`src/rtl/axis_pkt_stats.sv`:
```
// Per-packet statistics tracker fed by an AXI-Stream monitor stage, with a coherent snapshot handshake.
// Optional stall counter: define AXIS_PKT_STATS_STALL_EN to build it; otherwise stall_count is tied to 0.
module axis_pkt_stats #(
    parameter int LEN_W = 16,
    parameter int CNT_W = 32
) (
    input  logic             clk,
    input  logic             rst,
    input  logic             i_tvalid,
    input  logic             xfer,
    input  logic             sop,
    input  logic             eop,
    input  logic             clear,
    input  logic             snap_req,
    output logic             snap_valid,
    output logic [LEN_W-1:0] last_len,
    output logic [LEN_W-1:0] min_len,
    output logic [LEN_W-1:0] max_len,
    output logic [CNT_W-1:0] pkt_count,
    output logic [CNT_W-1:0] stall_count,
    output logic             in_pkt,
    output logic             oversize
);

    typedef enum logic {S_IDLE, S_PKT} state_t;

    localparam logic [LEN_W-1:0] LEN_MAX = '1;
    localparam logic [CNT_W-1:0] CNT_MAX = '1;

    state_t           state, state_nxt;
    logic [LEN_W-1:0] beat_cnt, beat_cnt_nxt, beat_inc;
    logic             comp;
    logic [LEN_W-1:0] comp_len;
    logic             ovf_hit;

    logic [LEN_W-1:0] live_last, live_min, live_max;
    logic [CNT_W-1:0] live_pkts, live_stall;

    assign beat_inc = (beat_cnt == LEN_MAX) ? beat_cnt : beat_cnt + LEN_W'(1);

    // NOTE: every output of this block gets a default before the case, so no path can leave a latch.
    always_comb begin
        state_nxt    = state;
        beat_cnt_nxt = beat_cnt;
        comp         = 1'b0;
        comp_len     = beat_inc;
        ovf_hit      = 1'b0;
        case (state)
            S_IDLE: begin
                // Beats without sop here belong to a packet that began before we were tracking.
                if (xfer && sop) begin
                    if (eop) begin
                        comp     = 1'b1;
                        comp_len = LEN_W'(1);
                    end else begin
                        state_nxt    = S_PKT;
                        beat_cnt_nxt = LEN_W'(1);
                    end
                end
            end
            S_PKT: begin
                if (xfer) begin
                    ovf_hit = (beat_cnt == LEN_MAX);
                    if (eop) begin
                        comp      = 1'b1;
                        state_nxt = S_IDLE;
                    end else begin
                        beat_cnt_nxt = beat_inc;
                    end
                end
            end
            default: state_nxt = S_IDLE;
        endcase
    end

    // NOTE: state registers use non-blocking assignments so every flop samples pre-edge values.
    always_ff @(posedge clk) begin
        if (rst) begin
            state    <= S_IDLE;
            beat_cnt <= '0;
        end else begin
            state    <= state_nxt;
            beat_cnt <= beat_cnt_nxt;
        end
    end

    assign in_pkt = (state == S_PKT);

    // Live statistics; clear wins over a completion landing in the same cycle.
    always_ff @(posedge clk) begin
        if (rst || clear) begin
            live_last <= '0;
            live_min  <= LEN_MAX;
            live_max  <= '0;
            live_pkts <= '0;
            oversize  <= 1'b0;
        end else begin
            if (comp) begin
                live_last <= comp_len;
                if (comp_len < live_min) live_min <= comp_len;
                if (comp_len > live_max) live_max <= comp_len;
                if (live_pkts != CNT_MAX) live_pkts <= live_pkts + CNT_W'(1);
            end
            if (ovf_hit) oversize <= 1'b1;
        end
    end

`ifdef AXIS_PKT_STATS_STALL_EN
    always_ff @(posedge clk) begin
        if (rst || clear) begin
            live_stall <= '0;
        end else if (state == S_PKT && i_tvalid && !xfer && live_stall != CNT_MAX) begin
            live_stall <= live_stall + CNT_W'(1);
        end
    end
`else
    logic stall_unused;
    assign stall_unused = i_tvalid;
    assign live_stall   = '0;
`endif

    // Snapshot copies the live values as they stood before this cycle's updates.
    always_ff @(posedge clk) begin
        if (rst) begin
            snap_valid  <= 1'b0;
            last_len    <= '0;
            min_len     <= LEN_MAX;
            max_len     <= '0;
            pkt_count   <= '0;
            stall_count <= '0;
        end else begin
            snap_valid <= snap_req;
            if (snap_req) begin
                last_len    <= live_last;
                min_len     <= live_min;
                max_len     <= live_max;
                pkt_count   <= live_pkts;
                stall_count <= live_stall;
            end
        end
    end

endmodule

```
`config.mk`:
```
export PLATFORM = sky130hd
export DESIGN_NAME = axis_pkt_stats
export DESIGN_NICKNAME = d
export VERILOG_FILES = /design/src/rtl/axis_pkt_stats.sv
export SDC_FILE = /design/constraint.sdc
export NUM_CORES = 1
export LEC_CHECK = 0
export CAP_MARGIN = 25
export CELL_PAD_IN_SITES_DETAIL_PLACEMENT = 0
export CELL_PAD_IN_SITES_GLOBAL_PLACEMENT = 1
export CORE_MARGIN = 1
export CORE_UTILIZATION = 50
export CTS_BUF_LIST = sky130_fd_sc_hd__clkbuf_4
export DETAILED_ROUTE_END_ITERATION = 16
export DONT_BUFFER_PORTS = 1
export GPL_ROUTABILITY_DRIVEN = 0
export GPL_TIMING_DRIVEN = 0
export PLACE_DENSITY = 0.91
export SKIP_LAST_GASP = 1
export SLEW_MARGIN = 20
export SYNTH_ARGS = -nofsm -noshare
export SYNTH_HDL_FRONTEND = slang
export SYNTH_SLANG_ARGS = --single-unit
export TNS_END_PERCENT = 1
```
`constraint.sdc`:
```
create_clock -name clk -period 4.64 [get_ports clk]
set_input_delay 0.464 -clock clk [delete_from_list [all_inputs] [get_ports clk]]
set_output_delay 0.464 -clock clk [all_outputs]
set_load 0.005 [all_outputs]
```
## Word-level counts from Yosys, hierarchy flattened

Index checks and enable logic that the tools add are counted.

| operators by class | value |
|---|---|
| order comparisons | 2 |
| shifts and indexed selects | 0 |
| mux-type cells | 19 |
| eq/ne operators | 6 |
| bitwise operators | 1 |
| divide/modulo/power cells | 0 |
| multipliers | 0 |
| reduce and logical (&&, ||, !) cells | 6 |
| $add $sub $neg | 2 |

Operators by type and width:

| operator | number |
|---|---|
| 16-bit 2-to-1 mux | 8 |
| 32-bit by 1-bit adder with 32-bit output (second input constant) | 1 |
| 32-bit inequality test (second input constant) | 1 |
| 16-bit one-hot mux with 2 select lines | 1 |
| 16-bit by 1-bit adder with 16-bit output (second input constant) | 1 |
| 16-bit equality test (second input constant) | 1 |
| 16-bit > comparator | 1 |
| 16-bit less-than comparator | 1 |
| 1-bit 2-to-1 mux | 8 |
| 2-bit inequality test (second input constant) | 4 |
| 2-bit AND reduction | 3 |
| 1-bit one-hot mux with 2 select lines | 2 |
| 4-bit AND reduction | 1 |
| 1-bit logical AND | 1 |
| 1-bit logical OR | 1 |
| 1-bit inverter | 1 |

| storage, ports and cells | value |
|---|---|
| memory bits (writable) | 0 |
| output and inout bits | 115 |
| memories kept | 0 |
| bits in latches | 0 |
| logic and storage cells | 48 |
| input port bits | 8 |
| memory bits (read-only) | 0 |
| register bits | 179 |

## Logic depth before layout (Yosys ltp)

Gate-level depths: netlist of the first run.

| depth | value |
|---|---|
| depth in word-level cells | 7 |
| mapped depth | 14 |
| mapped depth without buffers | 12 |

## Least setup slack after synthesis of the first run

Ideal clock, no wire load.

| timing path | value |
|---|---|
| path type | input to register |
| from | input port xfer |
| to | register live_max[9] |
| cell stages on the path | 13 |
| path slack | 0.956 ns |
| data required time | 4.568 ns |
| buffers on the path | 4 |
| arrival | 3.613 ns |
| setup time | 0.072 ns |
| cells stage by stage | clkbuf_1 -> and4b_1 -> clkbuf_1 -> clkbuf_1 -> a211oi_1 -> or2_2 -> ha_1 -> and3_1 -> o2111a_1 -> o221ai_1 -> o22ai_1 -> buf_4 -> mux2i_1 |

| between the ends | value |
|---|---|
| cells in the longest elaborated chain, start to end | 5 |
| elaborated cells on any way between the ends | 8 |
| classes of those cells | order compare (1); mux (5); reduce/logical (2) |

RTL lines:

| item | line | text |
|---|---|---|
| start, declared | 10 | `input logic xfer,` |
| 1-bit logical AND | 51 | `if (xfer && sop) begin` |
| 16-bit 2-to-1 mux | 51 |  |
| 16-bit 2-to-1 mux | 48 | `case (state)` |
| named net comp_len[10] | 33 | `logic [LEN_W-1:0] comp_len;` |
| 16-bit > comparator | 101 | `if (comp_len > live_max) live_max <= comp_len;` |
| 2-bit AND reduction (no source line) | n/a |  |
| end signal, assigned | 101 |  |
| end, declared | 36 | `logic [LEN_W-1:0] live_last, live_min, live_max;` |

The timed path passes the listed nets, and every way through them passes these cells.
A chain may end at the register's enable or synchronous reset.

## Final worst setup path of the first run

| timing path | value |
|---|---|
| from | register beat_cnt[0] |
| to | register live_max[11] |

| between the ends | value |
|---|---|
| cells in the longest elaborated chain, start to end | 7 |
| elaborated cells on any way between the ends | 8 |
| classes of those cells | add/sub (1); order compare (1); eq/ne (1); mux (4); reduce/logical (1) |

RTL lines:

| item | line | text |
|---|---|---|
| start, declared | 31 | `logic [LEN_W-1:0] beat_cnt, beat_cnt_nxt, beat_inc;` |
| start signal, assigned | 83 | `beat_cnt <= beat_cnt_nxt;` |
| 16-bit by 1-bit adder with 16-bit output / 16-bit equality test (equally long branches) | 39 | `assign beat_inc = (beat_cnt == LEN_MAX) ? beat_cnt : beat_cnt + LEN_W'(1);` |
| 16-bit 2-to-1 mux * | 39 |  |
| 16-bit 2-to-1 mux | 52 | `if (eop) begin` |
| 16-bit 2-to-1 mux | 51 |  |
| 16-bit 2-to-1 mux * | 48 |  |
| named net comp_len[11] | 33 |  |
| 16-bit > comparator | 101 |  |
| 2-bit AND reduction (no source line) | n/a |  |

Mark *: on every way through the listed nets, which the timed path passes. The rest lies on a longest branch.

==> flow_summary.toml, run 1 <==
[status]
outcome = "finished, final reports clean"

[routing]
wire_per_inst_um = 17.7
dr_total_vias = 7567
starting_drc_count_in_detailed_routing = 749
route.final.wire_length_mm = 23.3
drt.antenna.violating_nets = 0
drt_first_pass_iters = 5
drc = 0
via_cell_ratio = 5.75

[power]
p_sw_uw = 653
p_clk_share_pct = 36.3
combinationalPowerShare_pct = 7.0
vdd_drop_max_mv = 0.147
power.share.switching_pct = 23.7
cellLeakagePower_uw = 0.00390
power_frac_seq_pct = 56.7
cellPowerDensity_mw_per_mm2 = 285
power_report.internal_total_uw = 2100

[global_route]
grt_pass1_vias = 6576
maximum_number_of_pins_on_one_net_before_global_route_repair = 17
antenna_found_initial = 1
gr-usage-all-layers_pct = 25.6
wire_length_of_the_first_global_routing_pass_mm = 35.8
overflow = 0

[final_layout]
layoutNonFillerInstCount = 1317
layout-drive-gt1-share_pct = 8.89
number_of_nets_at_the_end_of_the_flow = 1121
area.growth.synth_to_final_pct = 8.93

[yosys]
yosys.area_share.adder_pct = 4.66
ys_ff_latch = 179
synth_top_cell_by_area = "sky130_fd_sc_hd__dfxtp_1"
synthTopCellsByArea = "sky130_fd_sc_hd__dfxtp_1 40%, sky130_fd_sc_hd__mux2i_1 12%, sky130_fd_sc_hd__ha_1 4.7%"
synth_compound_gate_area_share_pct = 15.2
post-synth-top-count-cell = "sky130_fd_sc_hd__dfxtp_1"
postSynthAreaPerCell_um2 = 8.66
postSynth.asyncResetShare_pct = 0
synth_cell_type_count = 64
synth_edf_count = 0
synth_top_family_by_area = "simple AND/OR/NAND/NOR gates"
synthSimpleGateAreaFrac_pct = 20.0
synth_flop_cell = "sky130_fd_sc_hd__dfxtp_1"
synth.yosys.warnings = 0
yosysTopAreaCellShare_pct = 40.4
synth.top_cells.by_count = "179 x sky130_fd_sc_hd__dfxtp_1, 110 x sky130_fd_sc_hd__nor2_1, 102 x sky130_fd_sc_hd__mux2i_1"
synth_xor_area_share_pct = 0.0988
syn-instance-count = 1024
fraction_of_the_yosys_area_taken_by_sequential_cells_pct = 40.4
post_synth_instance_area_mm2 = 0.00887
synthMuxAreaShare_pct = 11.8

[clocking]
path_clk_slew_ns = 0.14
worst_skew_pair.late_latency_ns = 0.59
tritoncts = "built"
htreeDepth = 4
cts_setup_buffers = 0
cts-buffers-inserted = 17
tritoncts_num_sinks = 179
cts_buffer_depth = 2
root_buf_cell = "sky130_fd_sc_hd__clkbuf_4"

[run]
maxCapViolCount = 0

[die]
initial_core_util_pct = 51.3
fp.dieH_um = 135
design.core.area_mm2 = 0.0173
die_x_um = 135
dieArea_mm2 = 0.0183
std_cell_rows = 48
top_level_ports = 123

[place]
detailedPlace.worstSlack_ns = -0.0128
port_buffers = 0
dp_wirelength_mm = 17.2
dp.cells = 1281

[worst_setup_path]
endpoint_kind = "flop"
cp_data_arrival_time_ns = 4.90
critical-path-max-stage-delay_ns = 0.67
crit_fanout = 10
criticalPathCategory = "reg -> reg"
worstPathCellList = "clkbuf_1 -> nand4_1 -> nor4_1 -> nor4b_2 -> or2_2 -> ha_1 -> and3_1 -> a221o_1 -> a221oi_1 -> o22ai_2 -> buf_4 -> mux2i_1"
required_ns = 5.10
slowest_stage = "sky130_fd_sc_hd__nor4_1"
cp-start-kind = "flop"

[timing]
relSlewSlack_pct = 35.8
timing.final.ws_setup_ns = 0.202
setup_violations = 0
hold_violations = 0
finalWorstPathRequiredPeriod_ns = 4.44
tightestPinTransition_ns = 0.953
rsz0062_at_grt = "no"
clock_skew_ns = 0.0211
fmax_ghz = 0.225
final_report_max_slew_violation_count = 0
post-route-period-util_pct = 95.6
fin_tns_setup_ns = 0

[hold_path]
hold_path.class = "in -> reg"
flip-flops by register name, summed over array words and instances (netlist names):
name        count
beat_cnt       16
in_pkt          1
last_len       16
live_last      16
live_max       16
live_min       16
live_pkts      32
max_len        16
min_len        16
oversize        1
pkt_count      32
snap_valid      1
power groups by stage:
stage,logic [µW],registers [µW],clock network [µW]
floorplan,142,1590,0
global placement,186,1600,0
detailed placement,186,1600,0
CTS,189,1560,1020
global route,209,1560,1080
finish,192,1560,1000
worst paths after layout:
kind,cells past startpoint,slack (ns),to,from
setup / recovery,12,0.20,live_max[11],beat_cnt[0]
hold / removal,2,0.05,live_pkts[6],clear
setup reg to reg,12,0.20,live_max[11],beat_cnt[0]
hold reg to reg,2,0.47,live_last[9],live_last[9]
metal layers:
| layer | up-vias | track usage, % | routed length [µm] |
|---|---|---|---|
| met5 | - | 0 | 0 |
| met4 | 0 | 8.36 | 469 |
| met3 | 37 | 7.26 | 1890 |
| met2 | 270 | 38.3 | 10000 |
| met1 | 3542 | 35.3 | 11000 |
| li1 | 3718 | - | - |
cell type report:
class / instances / area (µm²)
Buffer: 101 / 551
Antenna cell: 1 / 2.50
Fill cell: 1612 / 7640
Inverter: 37 / 139
Clock buffer: 18 / 135
Tap cell: 225 / 282
Multi-Input combinational cell: 738 / 4730
Clock inverter: 12 / 189
Timing Repair Buffer: 6 / 50.0
Sequential cell: 179 / 3580
placed cells by master (no fill, tap or decap), types with 4 or more instances in the layout:
cell type	n
sky130_fd_sc_hd__a211o_1	17
sky130_fd_sc_hd__a211oi_1	10
sky130_fd_sc_hd__a21o_1	5
sky130_fd_sc_hd__a21oi_1	76
sky130_fd_sc_hd__a31oi_1	13
sky130_fd_sc_hd__and3_1	11
sky130_fd_sc_hd__and4_1	7
sky130_fd_sc_hd__buf_1	5
sky130_fd_sc_hd__buf_2	6
sky130_fd_sc_hd__buf_4	33
sky130_fd_sc_hd__buf_6	4
sky130_fd_sc_hd__bufinv_16	5
sky130_fd_sc_hd__clkbuf_1	53
sky130_fd_sc_hd__clkbuf_4	18
sky130_fd_sc_hd__conb_1	32
sky130_fd_sc_hd__dfxtp_1	179
sky130_fd_sc_hd__dlygate4sd3_1	4
sky130_fd_sc_hd__ha_1	33
sky130_fd_sc_hd__inv_1	37
sky130_fd_sc_hd__mux2i_1	102
sky130_fd_sc_hd__nand2_1	77
sky130_fd_sc_hd__nand3_1	31
sky130_fd_sc_hd__nand4_1	16
sky130_fd_sc_hd__nor2_1	110
sky130_fd_sc_hd__nor2b_1	18
sky130_fd_sc_hd__nor3_1	21
sky130_fd_sc_hd__nor4_1	9
sky130_fd_sc_hd__o211ai_1	8
sky130_fd_sc_hd__o21a_1	5
sky130_fd_sc_hd__o21ai_0	43
sky130_fd_sc_hd__o31ai_1	9
sky130_fd_sc_hd__or2_2	12
sky130_fd_sc_hd__or3_1	13
sky130_fd_sc_hd__or4_1	13
logic make-up (layout without fill, tap and decap cells):
family	after synthesis	count (layout)
mux	104	104
simple gates	358	358
compound gates	210	210
flops	179	179
xor+xnor	1	1
fa+ha+maj	33	33
other cells	1	33
buf+inv	138	174
timing repair:
item                                    CTS  global route
endpoints found under the setup margin   10            13
resized for setup                         1             2
hold buffers                              3             1
endpoints found under the hold margin     2             2
per-stage QoR:
step / util, % / hold WS, ns / instance area, µm² / total power (µW)
2_1_floorplan: - / 0.436 / 8980 / 1730
3_3_place_gp: 53.6 / 0.448 / 9260 / 1780
3_5_place_dp: 53.6 / 0.451 / 9270 / 1780
4_1_cts: 55.7 / 0.00707 / 9630 / 2770
5_1_grt: 55.8 / 0.0109 / 9660 / 2860
6_report: 55.8 / 0.0481 / 9660 / 2750
worst max-delay path, delay by kind of cell, from the launching register on:
| kind | cells | cell delay [ns] |
|---|---|---|
| fa+ha+maj | 1 | 0.23 |
| mux | 1 | 0.13 |
| flops | 1 | 0.36 |
| buf+inv | 2 | 0.59 |
| simple gates | 5 | 2.04 |
| compound gates | 3 | 0.95 |
No activity file was read; power rests on OpenSTA's default activity.
==> run 2: changes to the inputs <==
Settings changed: CELL_PAD_IN_SITES_DETAIL_PLACEMENT 0 to 1, SLEW_MARGIN 20 to default.
==> flow_summary.toml, run 2 (same netlist as run 1, synthesis figures left out) <==
[place]
dp_wirelength_mm = 20.2
detailedPlace.worstSlack_ns = -0.374
port_buffers = 0
detailed_place.area_mm2 = 0.00927

[global_route]
maximum_number_of_pins_on_one_net_before_global_route_repair = 17
overflow = 0
wire_length_of_the_first_global_routing_pass_mm = 42.3
grt_pass1_vias = 7890
gr-usage-all-layers_pct = 30.1
antenna_found_initial = 1

[status]
outcome = "finished, final reports clean"

[routing]
route.final.wire_length_mm = 27.4
drt_first_pass_iters = 6
via_cell_ratio = 6.10
starting_drc_count_in_detailed_routing = 579
drt.antenna.violating_nets = 0
drc = 0
wire_per_inst_um = 20.8
dr_total_vias = 8024

[hold_path]
hold_path.class = "in -> reg"
whs_endpoint = "live_pkts[4]"
min_from = "clear"
hold_depth = 2

[power]
cellLeakagePower_uw = 0.00388
vdd_drop_max_mv = 0.180
cellPowerDensity_mw_per_mm2 = 285
totalPowerFinal_uw = 2740

[timing]
clock_skew_ns = 0.0314
relSlewSlack_pct = 27.7
finalWorstPathRequiredPeriod_ns = 4.49
rsz0062_at_grt = "no"
timing.final.ws_setup_ns = 0.145
post-route-period-util_pct = 96.9
hold_violations = 0
final_report_max_slew_violation_count = 0
tightestPinTransition_ns = 1.07
fmax_ghz = 0.222
setup_violations = 0

[final_layout]
layout.core_utilization_pct = 55.6
number_of_nets_at_the_end_of_the_flow = 1117
area.growth.synth_to_final_pct = 8.57
layout.cells.most_common_list = "179 x sky130_fd_sc_hd__dfxtp_1, 110 x sky130_fd_sc_hd__nor2_1, 102 x sky130_fd_sc_hd__mux2i_1"
finish.instance_area_mm2 = 0.00963
leading_cell_type_in_the_layout_fill_and_taps_excluded = "sky130_fd_sc_hd__dfxtp_1"
layout-drive-gt1-share_pct = 9.46
reg_top3 = "live_pkts (32), pkt_count (32)"

[clocking]
tritoncts = "built"
cts_buffer_depth = 2
cts-buffers-inserted = 17
path_clk_slew_ns = 0.16
worst_skew_pair.late_latency_ns = 0.60
htreeDepth = 4
cts_setup_buffers = 0
root_buf_cell = "sky130_fd_sc_hd__clkbuf_4"
tritoncts_num_sinks = 179

[worst_setup_path]
worst_reg2reg_path_depth = 12
critical-path-max-stage-delay_ns = 0.57
reg2reg_setup_slack_ns = 0.15
cp-start-kind = "flop"
crit_fanout = 10
required_ns = 5.14
cp_data_arrival_time_ns = 4.99
cp_top_family = "simple AND/OR/NAND/NOR gates"
criticalPathCategory = "reg -> reg"
slowest_stage = "sky130_fd_sc_hd__nor4b_2"
timing.rr.start = "beat_cnt[0]"
endpoint_kind = "flop"
worst-path-buf-inv = 2
rr_endpoint = "live_max[8]"
worstPathCellList = "clkbuf_1 -> nand4_1 -> nor4_2 -> nor4b_2 -> or2_2 -> ha_1 -> and3_1 -> a221o_1 -> a221oi_1 -> o22ai_2 -> buf_4 -> mux2i_1"

[die]
initial_core_util_pct = 51.3
die_x_um = 135
design.core.area_mm2 = 0.0173
top_level_ports = 123
std_cell_rows = 48
fp.dieH_um = 135
dieArea_mm2 = 0.0183

[run]
maxCapViolCount = 0
[run 2: metal layers]
| metal | routed length, µm | up-vias | GRT usage, % |
|---|---|---|---|
| met5 | 0 | - | 0 |
| met4 | 922 | 0 | 15.1 |
| met3 | 2100 | 62 | 7.93 |
| met2 | 12700 | 298 | 47.9 |
| met1 | 11700 | 3950 | 37.7 |
| li1 | - | 3714 | - |
[run 2: repair_timing]
item	CTS	global route
gates resized for setup	2	7
setup endpoints to repair	10	10
hold buffers	1	0
endpoints found under the hold margin	1	0
[run 2: worst max-delay path by stage]
stage                      startpoint           end  slack (ns)  cells after the start
after floorplan                  xfer   live_max[9]        0.96                     13
after global placement    beat_cnt[0]  live_max[11]        0.08                     12
after detailed placement  beat_cnt[0]   live_max[8]       -0.37                     12
after CTS                 beat_cnt[0]   live_max[8]        0.12                     12
after global routing      beat_cnt[0]   live_max[8]        0.02                     12
final                     beat_cnt[0]   live_max[8]        0.15                     12
[run 2: layout make-up]
class / count / area [µm²]
Antenna cell: 2 / 5.00
Multi-Input combinational cell: 738 / 4740
Fill cell: 2128 / 7670
Buffer: 101 / 553
Clock buffer: 18 / 135
Inverter: 37 / 139
Timing Repair Buffer: 2 / 15.0
Sequential cell: 179 / 3580
Tap cell: 225 / 282
Clock inverter: 14 / 175
[run 2: worst reg2reg max path, delay by kind of cell (launching register included)]
family | cells | cell delay [ns]
AOI/OAI and AO/OA | 3 | 1.01
and+or+nand+nor | 5 | 1.93
DFF | 1 | 0.36
buffers and inverters | 2 | 0.61
adders and majority gates | 1 | 0.25
muxes | 1 | 0.24
[run 2: metrics by stage]
stage	setup TNS (ns)	instances	hold WS [ns]
after floorplan	0	1055	0.436
after global placement	0	1280	0.448
after detailed placement	-2.24	1281	0.464
after CTS	0	1314	0.0130
after global routing	0	1315	0.0222
final	0	1316	0.0433
[run 2: report_power, final]
part	internal [µW]	switching [µW]
sequential	1550	11.1
combinational	72.4	126
clock	387	592
==> run 3: changes to the inputs <==
Settings changed: CELL_PAD_IN_SITES_DETAIL_PLACEMENT 1 to default, CELL_PAD_IN_SITES_GLOBAL_PLACEMENT 1 to default, CORE_UTILIZATION 50 to 55, PLACE_DENSITY 0.91 to 0.79.
==> flow_summary.toml, run 3 (same netlist as run 1, synthesis figures left out) <==
[clocking]
path_clk_slew_ns = 0.14
tritoncts = "built"
tritoncts_num_sinks = 179
worst_skew_pair.late_latency_ns = 0.59
cts_buffer_depth = 2
cts-buffers-inserted = 17
cts_setup_buffers = 0
htreeDepth = 4
root_buf_cell = "sky130_fd_sc_hd__clkbuf_4"

[die]
design.core.area_mm2 = 0.0158
die_x_um = 129
std_cell_rows = 46
dieArea_mm2 = 0.0166
fp.dieH_um = 129
initial_core_util_pct = 56.0
top_level_ports = 123

[routing]
wire_per_inst_um = 17.2
route.final.wire_length_mm = 22.4
via_cell_ratio = 5.84
dr_total_vias = 7609
drt_first_pass_iters = 8
drt.antenna.violating_nets = 0
starting_drc_count_in_detailed_routing = 859
drc = 0

[place]
dp.cells = 1271
dp_wirelength_mm = 16.6
port_buffers = 0

[timing]
fin_tns_setup_ns = 0
setup_violations = 0
final_report_max_slew_violation_count = 0
finalWorstPathRequiredPeriod_ns = 4.39
fmax_ghz = 0.228
clock_skew_ns = 0.0266
rsz0062_at_grt = "no"
relSlewSlack_pct = 31.9
hold_violations = 0
tightestPinTransition_ns = 1.02
post-route-period-util_pct = 94.7

[final_layout]
leading_cell_type_in_the_layout_fill_and_taps_excluded = "sky130_fd_sc_hd__dfxtp_1"
number_of_nets_at_the_end_of_the_flow = 1116
area.growth.synth_to_final_pct = 7.49
layoutNonFillerInstCount = 1304
layout.cells.most_common_list = "179 x sky130_fd_sc_hd__dfxtp_1, 110 x sky130_fd_sc_hd__nor2_1, 102 x sky130_fd_sc_hd__mux2i_1"
layout-drive-gt1-share_pct = 8.74
layout.core_utilization_pct = 60.2
reg_top3 = "live_pkts (32), pkt_count (32)"

[worst_setup_path]
critical_path_cell_count = 12
required_ns = 5.10
cp_data_arrival_time_ns = 4.85
endpoint_kind = "flop"
cp-start-kind = "flop"
slowest_stage = "sky130_fd_sc_hd__nor4_1"
worst-path-buf-inv = 2
crit_fanout = 10
worst_reg2reg_path_depth = 12
criticalPathCategory = "reg -> reg"
cp_top_family = "simple AND/OR/NAND/NOR gates"
worstPathCellList = "clkbuf_1 -> nand4_1 -> nor4_1 -> nor4b_2 -> or2_2 -> ha_1 -> and3_1 -> a221o_1 -> a221oi_1 -> o22ai_2 -> buf_4 -> mux2i_1"
critical-path-max-stage-delay_ns = 0.64

[global_route]
gr-usage-all-layers_pct = 27.6
antenna_found_initial = 1
wire_length_of_the_first_global_routing_pass_mm = 35.3
maximum_number_of_pins_on_one_net_before_global_route_repair = 17
grt_pass1_vias = 6756
overflow = 0

[status]
outcome = "finished, final reports clean"

[hold_path]
hold_depth = 2
hold_path.class = "in -> reg"

[power]
cellPowerDensity_mw_per_mm2 = 269
vdd_drop_max_mv = 0.139
cellLeakagePower_uw = 0.00383

[run]
maxCapViolCount = 0
run 3: cell types whose count changed in the layout (fill, tap and decap cells not counted), sizes merged:
cell	change
diode	-1
inv	-3
buf	-1
clkbuf	+1
clkinvlp	+3
bufinv	-2
run 3: layer usage:
metal	GRT usage [%]	up-vias	part of all wire (%)
li1	-	3713	-
met1	35.9	3514	44
met2	41.9	331	44
met3	8.32	51	9.6
met4	12.5	0	2.9
met5	0	-	0
run 3: where the power goes:
part	leakage (µW)	switching (µW)	internal, µW
Combinational	0.00226	118	71.9
Clock	0.000123	536	275
Sequential	0.00145	10.8	1550
Total	0.00383	665	1900
run 3: through the flow:
step	total power [µW]	setup WS [ns]	hold slack (ns)	cell area [µm²]
finish	2560	0.247	0.0397	9530
floorplan	1730	0.956	0.436	8980
global placement	1780	0.187	0.445	9250
global route	2650	0.0625	0.0223	9530
CTS	2580	0.0661	0.00734	9520
detailed placement	1780	0.0886	0.453	9250
run 3: final cells by class:
cell class / instances / area [µm²]
diodes: 1 / 2.50
plain buffers: 101 / 551
clock buffers: 19 / 143
clock inverters: 12 / 110
fillers: 1421 / 6300
inverters: 37 / 139
multi-input cells: 738 / 4720
flip-flops and latches: 179 / 3580
well taps: 216 / 270
repair buffers: 1 / 10.0
run 3: final timing paths:
path                 start             to  slack (ns)
max            beat_cnt[0]   live_max[11]        0.25
min                    rst   live_pkts[0]        0.04
max reg2reg    beat_cnt[0]   live_max[11]        0.25
min reg2reg  live_last[10]  live_last[10]        0.47
run 3: worst register-to-register path, stage by stage (launching register included):
cell	delay [ns]
sky130_fd_sc_hd__dfxtp_1	0.36
sky130_fd_sc_hd__clkbuf_1	0.32
sky130_fd_sc_hd__nand4_1	0.31
sky130_fd_sc_hd__nor4_1	0.64
sky130_fd_sc_hd__nor4b_2	0.58
sky130_fd_sc_hd__or2_2	0.25
sky130_fd_sc_hd__ha_1	0.24
sky130_fd_sc_hd__and3_1	0.22
sky130_fd_sc_hd__a221o_1	0.36
sky130_fd_sc_hd__a221oi_1	0.33
sky130_fd_sc_hd__o22ai_2	0.25
sky130_fd_sc_hd__buf_4	0.27
sky130_fd_sc_hd__mux2i_1	0.13
run 3: repair_timing:
action,4_1_cts,5_1_grt
hold buffers,1,0
setup endpoints to repair,0,26
gates resized for setup,0,2
hold endpoints to repair,1,0
